$ cat src/rtl/memory_arbiter_n.sv
// memory_arbiter_n: N-requester fixed-priority / round-robin arbiter onto a single generic memory bus
module memory_arbiter_n #(
  parameter int NUM_REQ  = 3,
  parameter int ADDR_W   = 32,
  parameter int DATA_W   = 32,
  parameter int ARB_MODE = 0
) (
  input  logic                          CLK,
  input  logic                          nRST,
  input  logic [NUM_REQ-1:0]            req_ren,
  input  logic [NUM_REQ-1:0]            req_wen,
  input  logic [NUM_REQ*ADDR_W-1:0]     req_addr,
  input  logic [NUM_REQ*DATA_W-1:0]     req_wdata,
  input  logic [NUM_REQ*DATA_W/8-1:0]   req_byte_en,
  output logic [NUM_REQ-1:0]            req_busy,
  output logic [NUM_REQ*DATA_W-1:0]     req_rdata,
  output logic                          mem_ren,
  output logic                          mem_wen,
  output logic [ADDR_W-1:0]             mem_addr,
  output logic [DATA_W-1:0]             mem_wdata,
  output logic [DATA_W/8-1:0]           mem_byte_en,
  input  logic                          mem_busy,
  input  logic [DATA_W-1:0]             mem_rdata,
  output logic                          grant_valid,
  output logic [$clog2(NUM_REQ)-1:0]    grant_id
);
  localparam int IW = $clog2(NUM_REQ);
  typedef enum logic {IDLE, LOCKED} state_t;
  state_t r_state, w_nstate;
  logic [IW-1:0] r_owner, w_nowner, r_rr_ptr, w_win, w_sel, r_grant_id;
  logic [IW:0] w_j;
  logic [NUM_REQ-1:0] w_req;
  logic w_found, w_act, r_grant_valid;
  assign w_req = req_ren | req_wen;
  // Scan upward from rr_ptr with explicit wrap; rr_ptr is held at 0 in fixed mode.
  always_comb begin
    w_found = 1'b0;
    w_win = '0;
    w_j = '0;
    for (int k = 0; k < NUM_REQ; k++) begin
      w_j = {1'b0, r_rr_ptr} + (IW+1)'(k);
      w_j = (w_j >= (IW+1)'(NUM_REQ)) ? w_j - (IW+1)'(NUM_REQ) : w_j;
      if (!w_found && w_req[w_j[IW-1:0]]) begin
        w_found = 1'b1;
        w_win = w_j[IW-1:0];
      end
    end
  end
  assign w_act = nRST & ((r_state == LOCKED) | w_found);
  assign w_sel = (r_state == LOCKED) ? r_owner : w_win;
  always_comb begin
    mem_ren = 1'b0;
    mem_wen = 1'b0;
    mem_addr = '0;
    mem_wdata = '0;
    mem_byte_en = '0;
    req_busy = '1;
    req_rdata = '0;
    if (w_act) begin
      mem_ren = req_ren[w_sel];
      mem_wen = req_wen[w_sel];
      mem_addr = req_addr[int'(w_sel)*ADDR_W +: ADDR_W];
      mem_wdata = req_wdata[int'(w_sel)*DATA_W +: DATA_W];
      mem_byte_en = req_byte_en[int'(w_sel)*(DATA_W/8) +: DATA_W/8];
      req_busy[w_sel] = mem_busy;
      req_rdata[int'(w_sel)*DATA_W +: DATA_W] = mem_rdata;
    end
  end
  always_comb begin
    w_nstate = r_state;
    w_nowner = r_owner;
    if (r_state == IDLE) begin
      if (w_found && mem_busy) begin
        w_nstate = LOCKED;
        w_nowner = w_win;
      end
    end else if (!mem_busy) begin
      w_nstate = IDLE;
    end
  end
  always_ff @(posedge CLK or negedge nRST) begin
    if (!nRST) r_state <= IDLE;
    else r_state <= w_nstate;
  end
  always_ff @(posedge CLK or negedge nRST) begin
    if (!nRST) begin
      r_owner <= '0;
      r_rr_ptr <= '0;
      r_grant_valid <= 1'b0;
      r_grant_id <= '0;
    end else begin
      r_owner <= w_nowner;
      r_grant_valid <= (w_nstate == LOCKED);
      r_grant_id <= (w_nstate == LOCKED) ? w_nowner : '0;
      if (ARB_MODE != 0 && w_act && !mem_busy)
        r_rr_ptr <= (w_sel == IW'(NUM_REQ-1)) ? '0 : w_sel + 1'b1;
    end
  end
  assign grant_valid = r_grant_valid;
  assign grant_id = r_grant_id;
endmodule

$ cat config.mk
export PLATFORM = sky130hd
export DESIGN_NAME = memory_arbiter_n
export DESIGN_NICKNAME = d
export VERILOG_FILES = /design/src/rtl/memory_arbiter_n.sv
export SDC_FILE = /design/constraint.sdc
export NUM_CORES = 1
export LEC_CHECK = 0
export BUFFER_PORTS_ARGS = -buffer_cell sky130_fd_sc_hd__buf_2
export CORE_AREA = 10 10 154 156
export DETAILED_ROUTE_END_ITERATION = 12
export DIE_AREA = 0 0 164 166
export PLACE_DENSITY = 0.5
export SYNTH_ARGS = -nofsm -noshare
export SYNTH_HDL_FRONTEND = slang
export SYNTH_SLANG_ARGS = --single-unit
$ cat constraint.sdc
create_clock -name CLK -period 1.9 [get_ports CLK]
set_clock_uncertainty 0.15 [all_clocks]
set_input_delay 0.095 -clock CLK [delete_from_list [all_inputs] [get_ports CLK]]
set_output_delay 0.095 -clock CLK [all_outputs]
set_load 0.05 [all_outputs]
==> results of run 1 <==
## power groups by stage
stage          logic, mW  registers [mW]  clock network, mW
6_report            4.43           0.132              0.355
3_3_place_gp        3.27           0.130                  0
3_5_place_dp        3.27           0.130                  0
5_1_grt             4.63           0.134              0.365
2_1_floorplan       2.26           0.146                  0
4_1_cts             4.13           0.130              0.361
## registers in the layout, indices dropped and copies added (netlist names)
name	count
grant_id	2
grant_valid	1
r_owner	2
## area by class of cell
class                   instances  share of cell area
repair buffers                506               0.498
multi-input cells             507               0.447
well taps                     275              0.0336
flip-flops and latches          5              0.0123
clock buffers                   4             0.00770
inverters                       2            0.000733
diodes                          3            0.000733
## per-layer routing
| metal | GRT usage | vias to the layer above |
|---|---|---|
| met5 | 0 | - |
| met4 | 0.0466 | 2 |
| met3 | 0.0540 | 38 |
| met2 | 0.354 | 344 |
| met1 | 0.206 | 3026 |
| li1 | - | 2935 |
## repair_timing
action | 4_1_cts | 5_1_grt
endpoints found under the setup margin | 168 | 169
hold buffers | 1 | 0
pin swaps | 51 | 70
cloned | 16 | 14
hold endpoints to repair | 5 | 0
resized for setup | 472 | 117
buffers inserted | 17 | 1
## critical path, cell delays in order, from the launching register on
cell and delay (ps):
dfrtp_2 400, or3_4 350, a221oi_4 350, buf_6 180
clkbuf_16 150, nand2_2 100, nor2_4 110, buf_6 160
## worst paths after layout
check | from | end | slack, ps | cells after the start
setup / recovery | grant_valid$_DFF_PN0_ | req_rdata[70] | -390 | 7
hold / removal | mem_busy | grant_valid$_DFF_PN0_ | 70 | 2
setup reg to reg | grant_valid$_DFF_PN0_ | grant_id[1]$_DFF_PN0_ | 150 | 6
hold reg to reg | r_owner[0]$_DFF_PN0_ | r_owner[0]$_DFF_PN0_ | 470 | 2
max in group asynchronous | nRST | grant_valid$_DFF_PN0_ | 940 | 3
min in group asynchronous | nRST | r_owner[1]$_DFF_PN0_ | 330 | 3
## cells by family after synthesis
kind of cell,share of synthesized area
AOI/OAI and AO/OA,0.434
buffers and inverters,0.106
and+or+nand+nor,0.419
DFF,0.0407
## synthesized netlist by cell type, types with 3 or more instances
master    instances  area, um2
a21o_1           72        541
a21oi_1          71        355
a22oi_1           3       22.5
and3_1           33        206
buf_1            11       41.3
buf_2            17       85.1
buf_6             4       45.0
clkbuf_1         38        143
dfrtp_1           5        125
nand2_1          95        357
nand2_2          10       62.6
nand3_1          68        340
nor2_1           66        248
nor2b_1           4       25.0
o21ai_0          71        355
## stage by stage
stage | util | power [mW] | cell area [um2] | setup WS [ps] | hold slack (ps)
global route | 0.495 | 5.12 | 10200 | -440 | 78.4
CTS | 0.461 | 4.62 | 9540 | -348 | 58.1
detailed placement | 0.354 | 3.40 | 7330 | -301 | -33.8
finish | 0.495 | 4.92 | 10200 | -385 | 66.8
floorplan | - | 2.40 | 4520 | -445 | -351
global placement | 0.354 | 3.40 | 7330 | -279 | -42.5
==> flow_summary.toml, run 1 <==
[timing]
slew_violations = 0
fin_setup_tns_ps = -48750
post-route-period-util = 1.20
max_freq_mhz = 438
hold_violations = 0
fin_ws_ps = -385
period_minus_slack_ps = 2290
setup_viol_count_final = 169
slew_headroom = 0.711
worstMarginPinSlew_ps = 433
rsz0062_at_grt = "yes"

[detailed_routing]
wl_per_cell_um = 23.6
vias_per_cell = 4.87
drt-initial-drc-count = 301
wl_met1_um = 11500
wl_um = 30800
top_layer_used = "met5"
drc = 0
ant_nets = 0
firstDrtPassIters = 5
wl_met3_um = 2700
met2_length_um = 15900
vias = 6345

[final_layout]
mostFrequentLayoutCells = "buf_2, buf_8, buf_6"
fin_cells = 1302
layout_commonest_cell = "buf_2"
multiInputGateArea_um2 = 4580
layout-drive-gt1-share = 0.750
regArea_um2 = 126
area_growth_syn_to_layout_pct = 233
layout.nets = 1270
n_fill_cell = 1884

[die]
pin_count = 417
rows = 53
die_h_um = 166
die_width_um = 164
initial_core_util = 0.149
core_um2 = 20700
die-area_um2 = 27200

[global_routing]
grt_overflow = 0
grt_pass1_wl_um = 41300
grt_pass1_vias = 6669
grt_antenna_before_repair = 5
grt.total_usage = 0.191
grt_max_degree = 40

[power]
vdd_drop_max_uv = 335
leakagePower_nw = 4.59
powerDensity_nw_per_um2 = 480
pwr-share-comb = 0.901
seqPwrFrac = 0.027
power.switching_mw = 2.62
p_clk_frac = 0.072
p_sw_frac = 0.533
p_int_mw = 2.30

[outcome]
outcome = "complete, but fails checks"
violations = "negative setup slack"

[logic_synthesis]
synth_flop_cell = "dfrtp_1"
synth_area_per_cell_um2 = 5.27
synth_edf_count = 0
syn_area_um2 = 3080
synthCells = 584
yosysWarnings = 2
synthesis.nets = 829
ys_seq_area_frac = 0.0407
synthArstFlopShare = 1.00
synthDistinctLibCells = 27
synth-seq-cells = 5

[clock_network]
clock_tree.root_cell = "clkbuf_16"
worstSkewPairLatency_ps = 230
tritoncts = "yes"
numCtsBuffers = 3
htreeDepth = 1
cts.sinks = 5
clk_pin_slew_ps = 40
clockBufferDepth = 2

[worst_hold_path]
hold_class = "input pin to register"

[place]
dp_cells = 1250
port-buffer-count = 416
gp_congestion = 0.873
hpwl_um = 19400

[critical_path]
critPathArrivalTime_ps = 2040
critPathLaunchType = "register"
critPathCaptureType = "output port"
path_max_fanout = 5
critPathRequiredTime_ps = 1650
crit_type = "register to output port"

[run]
drv_cap = 0
Power figures use the tool's default switching activity.
==> inputs of run 2 (changes only) <==
--- a/config.mk
+++ b/config.mk
@@ -10,6 +10,7 @@
 export DETAILED_ROUTE_END_ITERATION = 12
 export DIE_AREA = 0 0 164 166
 export PLACE_DENSITY = 0.5
+export RECOVER_POWER = 100
 export SYNTH_ARGS = -nofsm -noshare
 export SYNTH_HDL_FRONTEND = slang
 export SYNTH_SLANG_ARGS = --single-unit
==> flow_summary.toml, run 2 (same netlist as run 1, synthesis figures left out) <==
[detailed_routing]
vias = 6325
firstDrtPassIters = 5
wl_per_cell_um = 23.6
ant_nets = 0
vias_per_cell = 4.86
drc = 0
wl_um = 30700
drt-initial-drc-count = 304

[global_routing]
grt_max_degree = 40
grt_pass1_vias = 6669
grt_busiest_layer = "met2"
grt.total_usage = 0.191
use_met2 = 0.354
grt_antenna_before_repair = 5
grt_overflow = 0
grt_pass1_wl_um = 41300
use_met1 = 0.206
met3_usage = 0.0540

[place]
dp_cells = 1250
gp_congestion = 0.873
port-buffer-count = 416
postPlaceCellArea_um2 = 7330
hpwl_um = 19400
pre_cts_ws_ps = -301

[final_layout]
area_growth_syn_to_layout_pct = 233
final_cell_area_um2 = 10200
n_fill_cell = 1887
mostFrequentLayoutCells = "buf_2, buf_8, buf_6"
layout_commonest_cell = "buf_2"
fin_cells = 1302
fin_util = 0.494
layout.nets = 1270
layout-drive-gt1-share = 0.747

[critical_path]
slowest_delay_ps = 400
worstPathCellList = "or3_4, a221oi_4, buf_6, clkbuf_16, nand2_2, nor2_4, buf_6"
critPathArrivalTime_ps = 2040
path_max_fanout = 5
critPathMostFrequentCell = "buf_6"
critPathLaunchType = "register"
critPathCaptureType = "output port"
critical-path-slowest-cell = "dfrtp_2"
critPathRequiredTime_ps = 1650
crit_type = "register to output port"

[outcome]
outcome = "complete, but fails checks"
violations = "negative setup slack"

[clock_network]
clockBufferDepth = 2
htreeDepth = 1
tritoncts = "yes"
clk_pin_slew_ps = 40
worstSkewPairLatency_ps = 230
numCtsBuffers = 3
cts.sinks = 5
clock_tree.root_cell = "clkbuf_16"

[timing]
slew_violations = 0
hold_violations = 0
fin_ws_ps = -386
period_minus_slack_ps = 2290
worstMarginPinSlew_ps = 848
setup_viol_count_final = 169
fin_setup_tns_ps = -50890
hold_slack_ps = 66.1
slew_headroom = 0.435
post-route-period-util = 1.20
max_freq_mhz = 437
rsz0062_at_grt = "yes"

[die]
rows = 53
core_um2 = 20700
die_width_um = 164
die-area_um2 = 27200
pin_count = 417
die_h_um = 166
initial_core_util = 0.149

[power]
leakagePower_nw = 4.57
vdd_drop_max_uv = 337
power.total_mw = 4.91
powerDensity_nw_per_um2 = 480

[worst_hold_path]
hold_class = "input pin to register"

[run]
drv_cap = 0
run 2: cell type report:
| type | count | area [um2] | area share |
|---|---|---|---|
| antenna | 3 | 7.51 | 0.000734 |
| clock buffer | 4 | 78.8 | 0.00770 |
| inverter | 2 | 7.51 | 0.000734 |
| multi-input combinational | 507 | 4580 | 0.447 |
| sequential | 5 | 126 | 0.0124 |
| tap | 275 | 344 | 0.0336 |
| timing repair buffer | 506 | 5090 | 0.497 |
run 2: worst max-delay path: cells and delay by family (launching register included):
| kind | cells | cell delay [ps] |
|---|---|---|
| flops | 1 | 400 |
| buf+inv | 3 | 490 |
| simple gates | 3 | 560 |
| compound gates | 1 | 350 |
run 2: report_power, final:
group          total (mW)  switching [mW]  internal [mW]
clock network       0.357          0.0777          0.279
logic                4.42            2.53           1.89
registers           0.132          0.0133          0.119
run 2: metal layers:
layer / vias to the layer above / share of wire
met3: 38 / 0.087
li1: 2936 / -
met2: 339 / 0.52
met1: 3010 / 0.37
met4: 2 / 0.022
met5: - / 0.00042
run 2: repair_timing:
| item | in CTS | in global routing |
|---|---|---|
| endpoints found under the hold margin | 5 | 0 |
| resized for setup | 472 | 117 |
| hold buffers | 1 | 0 |
| setup buffers | 17 | 1 |
| pin swaps | 51 | 70 |
| setup endpoints to repair | 168 | 169 |
| cloned | 16 | 14 |
run 2: final timing paths:
check	from	endpoint	slack, ps	cells past startpoint
setup / recovery	grant_valid$_DFF_PN0_	req_rdata[70]	-390	7
hold / removal	mem_busy	grant_valid$_DFF_PN0_	70	2
setup reg to reg	grant_valid$_DFF_PN0_	grant_id[1]$_DFF_PN0_	120	6
hold reg to reg	r_owner[0]$_DFF_PN0_	r_owner[0]$_DFF_PN0_	470	2
max in group asynchronous	nRST	grant_valid$_DFF_PN0_	530	3
min in group asynchronous	nRST	r_owner[1]$_DFF_PN0_	490	3
==> inputs of run 3 (changes only) <==
==> constraint.sdc (replaced) <==
create_clock -name CLK -period 1.9 [get_ports CLK]
set_clock_uncertainty 0.15 [all_clocks]
set_input_delay 0.38 -clock CLK [delete_from_list [all_inputs] [get_ports CLK]]
set_output_delay 0.38 -clock CLK [all_outputs]
set_load 0.05 [all_outputs]
==> flow_summary.toml, run 3 (same netlist as run 1, synthesis figures left out) <==
[outcome]
outcome = "complete, but fails checks"
violations = "negative setup slack"

[die]
initial_core_util = 0.149
die_h_um = 166
die-area_um2 = 27200
pin_count = 417
rows = 53
die_width_um = 164
core_um2 = 20700

[place]
pre_cts_ws_ps = -746
gp_congestion = 0.863
port-buffer-count = 416
hpwl_um = 20400

[final_layout]
layout.nets = 1311
area_growth_syn_to_layout_pct = 249
mostFrequentLayoutCells = "buf_2, buf_6, buf_8"
layout_commonest_cell = "buf_2"
layout-drive-gt1-share = 0.769

[power]
vdd_drop_max_uv = 334
powerDensity_nw_per_um2 = 473
leakagePower_nw = 4.90

[worst_hold_path]
hold_class = "input pin to asynchronous set/reset pin"

[timing]
setup_viol_count_final = 169
worstMarginPinSlew_ps = 866
slew_violations = 0
hold_violations = 0
slew_headroom = 0.423
fin_ws_ps = -699
period_minus_slack_ps = 2600
fin_setup_tns_ps = -100480
max_freq_mhz = 385
rsz0062_at_grt = "yes"
post-route-period-util = 1.37

[clock_network]
tritoncts = "yes"
cts_hold_buf = 0
numCtsBuffers = 3
clockBufferDepth = 2
htreeDepth = 1
cts.sinks = 5
clock_tree.root_cell = "clkbuf_16"
clk_pin_slew_ps = 40
worstSkewPairLatency_ps = 230

[critical_path]
critPathArrivalTime_ps = 2070
critPathMostFrequentCell = "buf_6"
worstPathCellList = "or3_4, a221oi_4, buf_12, buf_6, nand2_4, nor2_4, buf_6"
slowest_delay_ps = 420
r2r_slack_ps = 40
path_buf_inv = 3
crit_family = "simple AND/OR/NAND/NOR gates"
worstRegToRegCells = 6
startpoint = "grant_valid$_DFF_PN0_"
path_max_fanout = 9
rr_startpoint = "grant_valid$_DFF_PN0_"
crit_end = "req_rdata[19]"
critPathLaunchType = "register"
crit_type = "register to output port"
reg2reg_to = "grant_id[1]$_DFF_PN0_"
critPathCaptureType = "output port"
critical-path-slowest-cell = "dfrtp_2"
cp.depth = 7
critPathRequiredTime_ps = 1370

[global_routing]
grt_pass1_vias = 6834
grt_pass1_wl_um = 43600
grt_overflow = 0
grt_max_degree = 39
grt.total_usage = 0.205
grt_antenna_before_repair = 7

[detailed_routing]
wl_um = 32100
vias_per_cell = 4.93
firstDrtPassIters = 5
vias = 6630
drt-initial-drc-count = 401
wl_per_cell_um = 23.9
ant_nets = 0
drc = 0

[run]
drv_cap = 0
## run 3: area by class of cell
class                   instances  area, um2
multi-input cells             507       4640
diodes                          5       12.5
repair buffers                547       5510
fillers                      1894       9970
flip-flops and latches          5        126
inverters                       2       7.51
clock buffers                   4       78.8
well taps                     275        344
## run 3: where the power goes
part           switching, mW  internal (mW)  leakage (nW)  total, mW
Sequential            0.0125          0.119        0.0599      0.131
Combinational           2.58           2.01          4.80       4.59
Clock                 0.0719          0.278        0.0382      0.350
## run 3: worst min-delay path by stage
stage	to	slack (ps)	cells past startpoint
floorplan	grant_id[0]$_DFF_PN0_	-70	0
finish	r_owner[1]$_DFF_PN0_	210	2
CTS	r_owner[1]$_DFF_PN0_	40	2
global route	grant_id[1]$_DFF_PN0_	240	2
detailed placement	r_owner[1]$_DFF_PN0_	250	2
global placement	r_owner[0]$_DFF_PN0_	250	2
## run 3: what timing repair did
action / 4_1_cts / 5_1_grt
gates resized for setup: 506 / 143
pin swaps: 36 / 78
gates cloned: 24 / 10
setup buffers: 28 / 14
setup endpoints to repair: 169 / 170
## run 3: per-layer routing
layer | wire [um] | up-vias | track usage
li1 | - | 3022 | -
met3 | 2700 | 52 | 0.0496
met4 | 831 | 0 | 0.0466
met1 | 12400 | 3205 | 0.238
met5 | 0 | - | 0
met2 | 16200 | 351 | 0.369
## run 3: stage by stage
stage                     cells  instance area, um2  power (mW)  utilization  hold WS, ps
final                      1345               10700        5.07        0.518          215
after global routing       1345               10700        5.28        0.518          238
after CTS                  1325               10000        4.88        0.485         43.5
after detailed placement   1269                7420        3.43        0.359          252
after global placement     1269                7420        3.43        0.359          249
after floorplan             584                4530        2.41            -        -65.6
